--- src/rtl/slot_wr_scheduler.sv ---
// slot_wr_scheduler: queues slot parameter writes and issues each one the cycle after the datapath visits that slot
module slot_wr_scheduler #(
  parameter int VOICES  = 8,
  parameter int V_ENVS  = 8,
  parameter int V_WIDTH = 3,
  parameter int E_WIDTH = 3,
  parameter int D_WIDTH = 16,
  parameter int DEPTH   = 4
) (
  input  logic                       sCLK_XVXENVS,
  input  logic                       reset_reg,
  input  logic [V_WIDTH+E_WIDTH-1:0] xxxx,
  input  logic                       xxxx_zero,
  input  logic                       req_valid,
  output logic                       req_ready,
  input  logic [V_WIDTH+E_WIDTH-1:0] req_slot,
  input  logic [D_WIDTH-1:0]         req_data,
  output logic                       wr_en,
  output logic [V_WIDTH+E_WIDTH-1:0] wr_addr,
  output logic [D_WIDTH-1:0]         wr_data,
  output logic [$clog2(DEPTH):0]     pending,
  output logic                       synced,
  output logic                       slot_err
);
  localparam int SW = V_WIDTH + E_WIDTH;
  localparam int AW = $clog2(DEPTH);
  localparam logic [31:0] NSLOT = 32'(VOICES * V_ENVS);
  typedef enum logic [1:0] {SYNC, IDLE, WAIT, ISSUE} state_t;
  state_t state_q, state_d;
  logic [SW-1:0]      slot_q [DEPTH];
  logic [D_WIDTH-1:0] data_q [DEPTH];
  logic [AW-1:0]      wptr_q, rptr_q;
  logic [AW:0]        cnt_q;
  logic               err_q, wr_en_q;
  logic [SW-1:0]      wr_addr_q;
  logic [D_WIDTH-1:0] wr_data_q;
  logic               acc, push, pop;
  assign req_ready = cnt_q < (AW+1)'(DEPTH);
  assign acc       = req_valid && req_ready;
  assign push      = acc && (32'(req_slot) < NSLOT);
  // popping only from WAIT keeps an ISSUE cycle between writes, so a head matching xxxx during ISSUE waits a frame
  assign pop       = (state_q == WAIT) && (xxxx == slot_q[rptr_q]);
  assign pending   = cnt_q;
  assign synced    = state_q != SYNC;
  assign slot_err  = err_q;
  assign wr_en     = wr_en_q;
  assign wr_addr   = wr_addr_q;
  assign wr_data   = wr_data_q;
  always_comb begin
    state_d = state_q == SYNC ? (xxxx_zero ? IDLE : SYNC)
            : state_q == IDLE ? (cnt_q != 0 ? WAIT : IDLE)
            : state_q == WAIT ? (pop ? ISSUE : WAIT)
            : (cnt_q != 0 ? WAIT : IDLE);
  end
  always_ff @(posedge sCLK_XVXENVS) begin
    if (push) begin
      slot_q[wptr_q] <= req_slot;
      data_q[wptr_q] <= req_data;
    end
  end
  always_ff @(posedge sCLK_XVXENVS or posedge reset_reg) begin
    if (reset_reg) begin
      state_q   <= SYNC;
      wptr_q    <= '0;
      rptr_q    <= '0;
      cnt_q     <= '0;
      err_q     <= 1'b0;
      wr_en_q   <= 1'b0;
      wr_addr_q <= '0;
      wr_data_q <= '0;
    end else begin
      state_q <= state_d;
      wptr_q  <= wptr_q + AW'(push);
      rptr_q  <= rptr_q + AW'(pop);
      cnt_q   <= cnt_q + (AW+1)'(push) - (AW+1)'(pop);
      wr_en_q <= pop;
      if (acc && !push) err_q <= 1'b1;
      if (pop) begin
        wr_addr_q <= slot_q[rptr_q];
        wr_data_q <= data_q[rptr_q];
      end
    end
  end
endmodule

--- config.mk ---
export PLATFORM = sky130hd
export DESIGN_NAME = slot_wr_scheduler
export DESIGN_NICKNAME = d
export VERILOG_FILES = /design/src/rtl/slot_wr_scheduler.sv
export SDC_FILE = /design/constraint.sdc
export NUM_CORES = 1
export LEC_CHECK = 0
export ABC_AREA = 1
export BUFFER_PORTS_ARGS = -buffer_cell sky130_fd_sc_hd__buf_4
export CELL_PAD_IN_SITES_DETAIL_PLACEMENT = 0
export CELL_PAD_IN_SITES_GLOBAL_PLACEMENT = 1
export CORE_MARGIN = 3
export CORE_UTILIZATION = 30
export CTS_CLUSTER_SIZE = 12
export DETAILED_ROUTE_END_ITERATION = 8
export PLACE_DENSITY = 0.59
export SLEW_MARGIN = 20
export SYNTH_ARGS = -nofsm -noshare
export SYNTH_HDL_FRONTEND = slang
export SYNTH_SLANG_ARGS = --single-unit
--- constraint.sdc ---
create_clock -name sCLK_XVXENVS -period 3 [get_ports sCLK_XVXENVS]
set_clock_uncertainty 0.1 [all_clocks]
set_input_delay 0.6 -clock sCLK_XVXENVS [delete_from_list [all_inputs] [get_ports sCLK_XVXENVS]]
set_output_delay 0.6 -clock sCLK_XVXENVS [all_outputs]
set_load 0.02 [all_outputs]
Yosys cells after proc, flatten, opt, wreduce, memory -nomap -nowiden
Memories as Yosys holds them, arrays and structs flattened. A register that Yosys moved wholly into a read port is not among the register bits.
Cells that the tools add are included.

storage, ports and cells
  word-level logic and storage cells = 29
  bits in read-only memories = 0
  output and inout bits = 29
  bits in registers = 16
  input bits = 32
  bits in writable memories = 88
  memories kept = 2
  bits in latches = 0

memory list
  memory  words  width  rd ports  clocked after Yosys merged registers in  wr ports  RTL line  source
  data_q  4      16     1         1                                        1         31        logic [D_WIDTH-1:0] data_q [DEPTH];
  slot_q  4      6      1         0                                        1         30        logic [SW-1:0] slot_q [DEPTH];

cells by class
  shifts and indexed selects = 0
  add/sub/neg operators = 4
  equal/unequal tests = 3
  reduce and logical (&&, ||, !) cells = 5
  order comparisons = 1
  div/mod/pow operators = 0
  multiplexer cells = 8
  multiply operators = 0
  bitwise logic cells = 0

operators by type and width
  cell                                            count
  two-way mux 2 bit                               4
  == test 6 bit                                   1
  adder 2 x 1 -> 2 bit                            2
  two-way mux 1 bit                               4
  adder 3 x 1 -> 3 bit                            1
  < comparator 3 bit (second input constant)      1
  nonzero test 3 bit                              1
  subtractor 3 x 1 -> 3 bit                       1
  == test 2 x 1 -> 1 bit (second input constant)  1
  == test 2 bit (second input constant)           1
  logical AND 1 bit                               2
  zero test 2 bit                                 1
  nonzero test 2 bit                              1

Logic depth before layout (Yosys ltp)
An unclocked memory read counts as a cell.

  depth in word-level cells = 7
  depth in mapped cells = 19
  depth with buffers taken out = 16

Worst setup path after synthesis
Ideal clock, no wire load.

  path type = register to register
  from = reg cnt_q[2] (netlist: pending[2])
  to = mem data_q[0][0] (enable)
  period minus slack after synthesis = 2.922 ns
  library setup time = 0.429 ns
  path buffers = 0
  arrival = 2.394 ns
  slack = 0.078 ns
  required time = 2.471 ns
  cell stages (with the launch flop) = 4
  path through = dfrtp_1 > inv_1 > nand2_1 > nor3_1

on the way
  word-level cells in the longest chain between the ends = 4

ends and longest elaborated chain
  what                                     RTL line  source
  start: declaration                       33        logic [AW:0] cnt_q;
  start signal: assignment                 75        cnt_q <= cnt_q + (AW+1)'(push) - (AW+1)'(pop);
  < comparator 3 bit                       38        assign req_ready = cnt_q < (AW+1)'(DEPTH);
  net req_ready                            15        output logic req_ready,
  logical AND 1 bit                        39        assign acc = req_valid && req_ready;
  two-way mux 1 bit                        56        if (push) begin
  two-way mux 1 bit (not written as such)  58        data_q[wptr_q] <= req_data;
  end: declaration                         31

The timed path passes the listed nets, and every way through them passes these cells.

Worst setup path in the final report
  from = reg rptr_q[0]
  to = reg cnt_q[2] (netlist: pending[2])

on the way
  word-level cells in the longest chain between the ends = 4

ends and longest elaborated chain
  what                       RTL line  source
  start: declaration         32        logic [AW-1:0] wptr_q, rptr_q;
  start signal: assignment   74        rptr_q <= rptr_q + AW'(pop);
  memory read (4 x 6 bit)    --
  == test 6 bit              42        assign pop = (state_q == WAIT) && (xxxx == slot_q[rptr_q]);
  logical AND 1 bit          42
  subtractor 3 x 1 -> 3 bit  75

Every way passes these cells.
A chain may end at the register's enable or synchronous reset.

==> run metrics <==
Initial Utilization=31.1%; CP Data Required Time=3.19 ns; final hold violation count=0; Post-Layout Inst Area=6020 um2; Post-Route WL=11100 um; Arr. time, crit path=2.90 ns; Final Max Tran Viols=0; status=finished clean; Global Route met2 Usage=21.3%; Worst Reg-to-Reg Cells=14; vias post-DR=3075; root buf cell=clkbuf_16; f_max=369 MHz; min cycle time layout=2.71 ns; Finish-stage setup viols=0; Final Total Pwr=5.86 mW; Area growth syn-to-layout=25.5%; Hold Crit Class=in -> async; vias in the first global route=3087; average size of a mapped cell=12.1 um2; Lkg Pwr=2.51 nW; clock-pin slew on the worst setup and hold paths=0.05 ns; Die Area=17500 um2; delay-heaviest family, CP=adder cells; initial antenna violation count=0; Tot GR Track Use=13.6%; crit path max fanout=27; Pre-antenna DRT Iters=4; Die H=132 um; grt met1 use=17.7%; First DRT Iteration DRCs=209; first-pass GRT wire length=17800 um; Mapped Area=4800 um2; Worst R2R Start=rptr_q[0]; Yosys top cell by area=edfxtp_1; worst path bufs/invs=3; CTS tree=built; hold buffer count at cts=0; Avg WL per Cell=16.0 um; routed vias/inst=4.44; IO Pins=61; crit-path cells=clkinv_4 > nand2_1 > nand3_1 > nand2_1 > a21oi_1 > nand3_2 > nor2_8 > ha_1 > inv_1 > ha_1 > inv_1 > fa_1 > xnor2_1 > xor2_1; clk sink count=120; largest net degree at the start of global routing=34; Clock Path Buffers=2; GRT overflow=0; Antenna Nets Post-Route=0; area share of the largest cell type after synthesis=55.1%; Remaining DRCs=0; dpl cell area=5500 um2; YS warnings=0; RSZ-0062 raised after global routing=no; most used routing layer=met2; Yosys reg bits=120; nets=505; CTS Buf Count=17; Clock H-tree levels=4; clk_lat worst skew=0.41 ns; chip width=132 um; worst flop-to-flop path endpoint=pending[2]; layout cells sized above 1=22.9%; max-cap violation count=0; Setup CP Type=reg -> reg; core footprint=15400 um2; port bufs=59; Routability Congestion=0.753; startpoint types=register; register-to-register path setup slack=0.29 ns; power density over the cells=973 nW/um2; Slowest cell on crit path=dfrtp_2; synth top area cells=edfxtp_1 (55%), dfrtp_1 (17%), nand2_1 (7.0%); HPWL Detailed=6980 um; Cells after Synth=396; worst vdd ir=0.428 mV; critical path's largest stage delay=0.47 ns; post-CTS setup buffer count=0; Synth cell types=29; ant diodes=0; post-route setup TNS=0 ns; Placement Rows=45; register area share after synthesis=71.8%; worst hold slack=0.198 ns; CP Capture Type=register; M3 GR Usage=3.84%; Period Utilization, post-route=90.2%; post-synth net total=433
[worst max path at each step]
stage              endpoint  depth (start not counted)       start
2_1_floorplan  data_q[0][0]                          3  pending[2]
3_3_place_gp     pending[2]                         14   rptr_q[0]
3_5_place_dp     pending[2]                         14   rptr_q[0]
4_1_cts          pending[2]                         14   rptr_q[0]
5_1_grt          pending[2]                         15   rptr_q[0]
6_report         pending[2]                         14   rptr_q[0]
[tightest hold or removal path, delay by kind of cell]
kind                   cells  cell delay (ns)
buffers and inverters      3             0.54
[registers in the layout (all words and copies together), names as in the netlist, named ones only]
register	count
data_q	64
slot_q	24
wr_data	16
wr_addr	6
pending	3
rptr_q	2
wptr_q	2
state_q	1
wr_en	1
[cell families (layout without fill, tap and decap cells)]
kind of cell               Yosys count  after routing  share of synthesized area (%)
and+or+nand+nor                    151            151                           13.4
DFF                                120            120                           71.8
AOI/OAI and AO/OA                   74             74                           8.16
buffers and inverters               41            126                           4.41
adders and majority gates            5              5                           1.46
xor gates and xnor gates             4              4                          0.730
other                                1              1                         0.0782
[cells in the final DEF (no fill, tap or decap)]
| cell type | count |
|---|---|
| a21oi_1 | 2 |
| a31oi_1 | 1 |
| buf_4 | 73 |
| clkbuf_1 | 8 |
| clkbuf_16 | 18 |
| clkbuf_8 | 1 |
| clkinv_2 | 5 |
| clkinv_4 | 1 |
| conb_1 | 1 |
| dfrtp_1 | 31 |
| dfrtp_2 | 1 |
| edfxtp_1 | 88 |
| fa_1 | 1 |
| ha_1 | 4 |
| inv_1 | 19 |
| inv_2 | 1 |
| nand2_1 | 90 |
| nand2_4 | 1 |
| nand3_1 | 15 |
| nand3_2 | 2 |
| nand3b_1 | 2 |
| nor2_1 | 33 |
| nor2_2 | 2 |
| nor2_8 | 1 |
| nor3_2 | 4 |
| nor4_1 | 1 |
| o21ai_0 | 49 |
| o21ai_1 | 6 |
| o22ai_1 | 16 |
| xnor2_1 | 1 |
| xor2_1 | 3 |
[report_power, final]
part           switching (mW)  internal (mW)  total (mW)
clock                   0.648           1.12        1.76
sequential              0.164           2.14        2.31
combinational            1.18          0.606        1.79
[per-layer routing]
layer / wire [um] / share of wire [%]
met1: 5180 / 47
met2: 5240 / 47
met3: 460 / 4.2
met4: 199 / 1.8
met5: 0 / 0
[stage by stage]
stage	utilization [%]	worst slack [ns]	std cells
2_1_floorplan	-	0.0776	396
3_3_place_gp	35.7	0.234	660
3_5_place_dp	35.7	0.218	660
4_1_cts	39.0	0.209	692
5_1_grt	39.0	0.0518	692
6_report	39.0	0.293	692
[Yosys cell counts]
cell,n
buf_2,3
nand3b_1,2
conb_1,1
o21ai_1,6
a21oi_1,2
xnor2_1,1
nor2_2,2
xor2_1,3
buf_4,1
nand3_1,15
nand2_4,1
nor2_8,1
inv_1,19
fa_1,1
o22ai_1,16
nor2_1,33
a31oi_1,1
dfrtp_1,32
nor3_1,4
o21ai_0,49
inv_6,1
nor4_1,1
buf_6,6
nand2_1,90
edfxtp_1,88
ha_1,4
inv_2,1
clkbuf_1,10
nand3_2,2
[cell type report]
cell class	count	area, um2
Sequential cell	120	3440
Tap cell	211	264
Timing Repair Buffer	73	548
Fill cell	1485	9410
Multi-Input combinational cell	235	1160
Clock buffer	27	494
Inverter	21	83.8
Clock inverter	5	25.0
[repair_timing]
item,CTS,global route
resized for setup,0,2
setup endpoints to repair,0,1
hold endpoints to repair,0,0
Note: power is estimated with default switching activity, not from simulation.
